## src/rtl/word_to_block_packer.sv

```systemverilog
// Packs four WORD_W-bit words (first word in the MSBs) into one BLOCK_W-bit block,
// with a single-entry output slot handed off through a valid/ready handshake.
module word_to_block_packer #(
    parameter int unsigned WORD_W  = 32,
    parameter int unsigned BLOCK_W = 128
) (
    input  logic               clk,
    input  logic               reset,
    input  logic               clear,
    input  logic [WORD_W-1:0]  in_data,
    input  logic               in_valid,
    output logic               in_ready,
    output logic [BLOCK_W-1:0] out_data,
    output logic               out_valid,
    input  logic               out_ready,
    output logic [1:0]         word_cnt
);

    localparam int unsigned NWORDS = BLOCK_W / WORD_W;
    localparam int unsigned ASM_W  = BLOCK_W - WORD_W;
    localparam logic [1:0]  LAST   = 2'(NWORDS - 1);

    logic [ASM_W-1:0]   asm_q, asm_d;
    logic [1:0]         word_cnt_q, word_cnt_d;
    logic [BLOCK_W-1:0] out_data_q, out_data_d;
    logic               out_valid_q, out_valid_d;
    logic               in_acc, out_acc;

    // The final word is held off only while the slot is full and not draining.
    assign in_ready = (word_cnt_q != LAST) | ~out_valid_q | out_ready;
    assign in_acc   = in_valid & in_ready;
    assign out_acc  = out_valid_q & out_ready;

    always_comb begin
        asm_d       = asm_q;
        word_cnt_d  = word_cnt_q;
        out_data_d  = out_data_q;
        out_valid_d = out_valid_q;
        if (clear) begin
            word_cnt_d  = '0;
            out_valid_d = 1'b0;
        end else begin
            if (out_acc)
                out_valid_d = 1'b0;
            if (in_acc) begin
                if (word_cnt_q == LAST) begin
                    out_data_d  = {asm_q, in_data};
                    out_valid_d = 1'b1;
                    word_cnt_d  = '0;
                end else begin
                    for (int unsigned k = 0; k < NWORDS - 1; k++) begin
                        if (word_cnt_q == 2'(k))
                            asm_d[ASM_W-1-k*WORD_W -: WORD_W] = in_data;
                    end
                    word_cnt_d = word_cnt_q + 2'd1;
                end
            end
        end
    end

    always_ff @(posedge clk or negedge reset) begin
        if (!reset) begin
            asm_q       <= '0;
            word_cnt_q  <= '0;
            out_data_q  <= '0;
            out_valid_q <= 1'b0;
        end else begin
            asm_q       <= asm_d;
            word_cnt_q  <= word_cnt_d;
            out_data_q  <= out_data_d;
            out_valid_q <= out_valid_d;
        end
    end

    assign out_data  = out_data_q;
    assign out_valid = out_valid_q;
    assign word_cnt  = word_cnt_q;

endmodule

```

## config.mk

```make
export PLATFORM = sky130hd
export DESIGN_NAME = word_to_block_packer
export DESIGN_NICKNAME = d
export VERILOG_FILES = /design/src/rtl/word_to_block_packer.sv
export SDC_FILE = /design/constraint.sdc
export NUM_CORES = 1
export LEC_CHECK = 0
export ABC_AREA = 1
export CAP_MARGIN = 40
export CORE_UTILIZATION = 35
export DETAILED_ROUTE_END_ITERATION = 7
export PLACE_DENSITY = 0.66
export SYNTH_ARGS = -nofsm -noshare
export SYNTH_HDL_FRONTEND = slang
export SYNTH_SLANG_ARGS = --single-unit
```

## constraint.sdc

```tcl
create_clock -name clk -period 4 [get_ports clk]
set_input_delay 0.4 -clock clk [delete_from_list [all_inputs] [get_ports clk]]
set_output_delay 0.4 -clock clk [all_outputs]
set_load 0.05 [all_outputs]
```

# --- Word-level counts from Yosys, hierarchy flattened ---
# Cells that the tools add are included.
totals:
  register_bits: 227
  input_bits: 37
  output_inout_bits: 132
  elab_cells: 31
op_classes:
  n_addsub: 1
  n_eq_ne: 4
  mux: 7
  n_bitwise: 7
  n_reduce_logical: 6
op_table:
  columns: ["operator", "n"]
  rows:
  - ["$reduce_and 4->1", 3]
  - ["$mux 2", 3]
  - ["$eq 2x2->1 const B", 2]
  - ["$mux 1", 4]
  - ["$not 1->1", 3]
  - ["$reduce_and 3->1", 1]
  - ["$add 2x1->2 const B", 1]
  - ["$and 1x1->1", 2]
  - ["$eq 2x1->1 const B", 1]
  - ["$logic_not 2->1", 1]
  - ["$ne 2x2->1 const B", 1]
  - ["$or 1x1->1", 2]
  - ["$reduce_bool 2->1", 1]

# --- Logic depth before layout (Yosys ltp) ---
logic_depth:
  word_depth: 6
  depth_mapped: 7

# --- Worst setup path before layout ---
# OpenSTA, ideal clock, no wires.
synth_path:
  kind: "reg2out"
  from: "register word_cnt_q[1], in the netlist word_cnt[1]"
  to: "output port in_ready"
  t_arrival_ns: 1.359
  t_required_ns: 3.600
  setup_slack_ns: 2.241
  path_stages_with_launch: 3
  path_buffers: 0
  cell_sequence: "dfrtp_1 ha_1 nand2_1"
synth_between:
  elab_chain_cells: 3
synth_rtl:
  columns: ["element", "line_no", "text"]
  rows:
  - ["start, declared", "24", "logic [1:0] word_cnt_q, word_cnt_d;"]
  - ["start signal, assigned", "69", "word_cnt_q <= word_cnt_d;"]
  - ["$ne 2x2->1", "30", "assign in_ready = (word_cnt_q != LAST) | ~out_valid_q | out_ready;"]
  - ["$or 1x1->1 (2 in a row)", "30", null]
  - ["end, declared", "12", "output logic in_ready,"]
# Every way passes these cells.

# --- Final worst setup path ---
layout_path:
  from: "register word_cnt_q[0], in the netlist word_cnt[0]"
  to: "output port in_ready"
# The elaborated chain is that of the path after synthesis.

==> results.toml <==
[synthesis]
yosysUniqueCellTypes = 18
synth_area_um2 = 9193
synthMuxAreaShare_pct = 0
synth_top_family_by_area = "compound AO/OA/AOI/OAI gates"
ys.warnings.count = 0
ys_ff_latch = 227
synth-adder-area-share_pct = 0.5444
synth_compound_area_share_pct = 17.15
syn_nets = 917
synthesis.instances = 876
synth.avg_cell_area_um2 = 10.49
synth-simple-area-share_pct = 10.60
synth-xor-area-share_pct = 0
seq_area_frac_synth_pct = 61.79

[clock_tree]
cts_root_buf = "clkbuf_16"
cts_buffer_depth = 3
cts_setup_buffers = 0
cts.sinks = 227
clk_pin_slew_ps = 50
htree_levels = 1
clk_latency_ps = 510
cts_inserted_buffers = 25
cts_tree = "yes"

[hold_path]
hold_class = "flop to flop"

[route]
vias = 5974
firstDrtPassIters = 5
drcViolationCount = 0
drt_iter0_drc = 404
wl_per_cell_um = 13.45
detail-route-antenna-nets = 0
wirelength_um = 18490
routed_via_density = 4.348

[critical_path]
r2r_slack_ps = 2060
endpoint_kind = "primary output"
path_class = "flop to primary output"
cp.arrival_ps = 2140
worst_ep_required_time_ps = 3600
crit_path_start_kind = "flop"
worstPathMaxFanout = 5

[power]
p_leak_nw = 5.488
switching_share_pct = 33.09
p_comb_share_pct = 25.6
p_seq_share_pct = 43.9
p_per_area_nw_per_um2 = 579.3
p_sw_mw = 2.253
clkPwrFrac_pct = 30.5
p_int_mw = 4.556
ir_worst_vdd_v = 0.0002713

[sta]
finalCritPeriodShare_pct = 63.58
fin_ws_ps = 1457
final-setup-viol-count = 0
tightestPinTransition_ps = 879.0
rsz0062_at_grt = "false"
fin_crit_ps = 2543
tns_ps = 0
drv_slew = 0
slew_headroom_pct = 41.40
fmax_mhz = 393.2
hold_violations = 0
fin_skew_ps = 14.41

[die]
core_area_um2 = 25470
die_w_um = 164.1
dieArea_um2 = 26920
ioPinCount = 169
initial_utilization_pct = 36.09
num_rows = 58
die-height_um = 164.1

[placement]
post-place-ws_ps = 1635
finalWeightedCongestion = 0.6987
io_buffer_count = 168
place_hpwl_um = 11860

[job]
cap_violations = 0

[global_route]
grt_pass1_vias = 5920
grt_pass1_wl_um = 30840
grt_max_degree = 154
grt.total_usage_pct = 14.21
grt_overflow = 0
grt_antenna_before_repair = 0

[finish]
final_nets = 1073
drive_above_1_share_pct = 15.71
syn_to_final_growth_pct = 27.85
diodes = 0
fill_cells = 2346

[run_status]
status = "finished, final reports clean"
-- power groups by stage --
stage          combinational, mW  sequential [mW]  clock (mW)
5_1_grt                     1.91             3.05        2.25
6_report                    1.74             2.99        2.08
3_3_place_gp                1.73             3.02           0
2_1_floorplan              0.588             3.60           0
4_1_cts                     1.77             3.00        2.15
3_5_place_dp                1.77             3.03           0
-- flip-flops by register name (all words and copies together), names as in the netlist --
register,count
out_data,128
asm_q,96
word_cnt,2
out_valid,1
-- kinds of logic (layout without fill, tap and decap cells) --
kind of cell    Yosys count  in the layout
buf+inv                 181            349
simple gates            239            239
fa+ha+maj                 4              4
compound gates          225            225
flops                   227            227
-- what timing repair did --
action	CTS	global route
gates resized for setup	0	0
hold buffers	1	0
hold endpoints to repair	98	0
-- area by class of cell --
class | count | area [um^2] | share of cell area [%]
inverters | 134 | 505.5 | 4.301
well taps | 330 | 412.9 | 3.513
repair buffers | 176 | 1832 | 15.59
multi-input cells | 468 | 2601 | 22.13
clock buffers | 35 | 673.1 | 5.728
clock inverters | 4 | 47.55 | 0.4046
flip-flops and latches | 227 | 5680 | 48.33
-- through the flow --
step	utilization (%)	std cells	total power, mW	area, um^2	hold slack (ps)
finish	46.14	1374	6.809	11750	477.3
global route	46.14	1374	7.206	11750	498.7
CTS	46.14	1374	6.924	11750	481.3
detailed placement	43.27	1334	4.795	11020	467.3
global placement	43.01	1331	4.747	10950	463.3
floorplan	-	876	4.184	9193	104.4
-- Yosys cell counts --
| cell type | number | area share (%) |
|---|---|---|
| buf_6 | 27 | 3.3 |
| ha_1 | 4 | 0.54 |
| buf_4 | 1 | 0.082 |
| nand4_1 | 2 | 0.14 |
| nand2_1 | 230 | 9.4 |
| a21oi_1 | 1 | 0.054 |
| dfrtp_1 | 227 | 62 |
| inv_2 | 1 | 0.041 |
| clkbuf_1 | 1 | 0.041 |
| o21ai_2 | 120 | 11 |
| o21ai_0 | 104 | 5.7 |
| nand3_1 | 2 | 0.11 |
| nor2_1 | 1 | 0.041 |
| clkbuf_2 | 9 | 0.49 |
| inv_1 | 132 | 5.4 |
| buf_2 | 9 | 0.49 |
| nand4_4 | 4 | 0.93 |
| inv_4 | 1 | 0.068 |
-- worst max-delay path: stages (launching register included) --
cell,delay [ps]
dfrtp_1,420
ha_1,290
nand2_1,130
clkdlybuf4s50_1,810
-- routing by layer --
metal	GRT usage (%)	vias to the layer above	routed length, um
li1	-	3046	-
met1	19.18	2772	8449
met2	22.59	134	8585
met3	3.434	22	1142
met4	4.167	0	309
met5	0	-	0
-- final timing paths --
path                                            end                     start  cells past startpoint
max                                        in_ready   word_cnt[0]$_DFFE_PN0P_                      3
min                        out_data[38]$_DFFE_PN0P_  out_data[38]$_DFFE_PN0P_                      2
max reg2reg                   asm_q[80]$_DFFE_PN0P_   word_cnt[0]$_DFFE_PN0P_                      6
min reg2reg                out_data[38]$_DFFE_PN0P_  out_data[38]$_DFFE_PN0P_                      2
max in group asynchronous  out_data[83]$_DFFE_PN0P_                     reset                      3
min in group asynchronous     asm_q[63]$_DFFE_PN0P_                     reset                      2
-- layout by cell type (no fill, tap or decap), drive strengths merged --
master | Yosys | layout
clkinv | 0 | 2
o21ai | 224 | 224
clkinvlp | 0 | 1
bufinv | 0 | 1
clkbuf | 10 | 35
inv | 134 | 134
buf | 37 | 8
nor2 | 1 | 1
ha | 4 | 4
clkdlybuf4s50 | 0 | 167
nand4 | 6 | 6
nand2 | 230 | 230
nand3 | 2 | 2
a21oi | 1 | 1
dlygate4sd3 | 0 | 1
dfrtp | 227 | 227
Note: power is estimated with default switching activity, not from simulation.
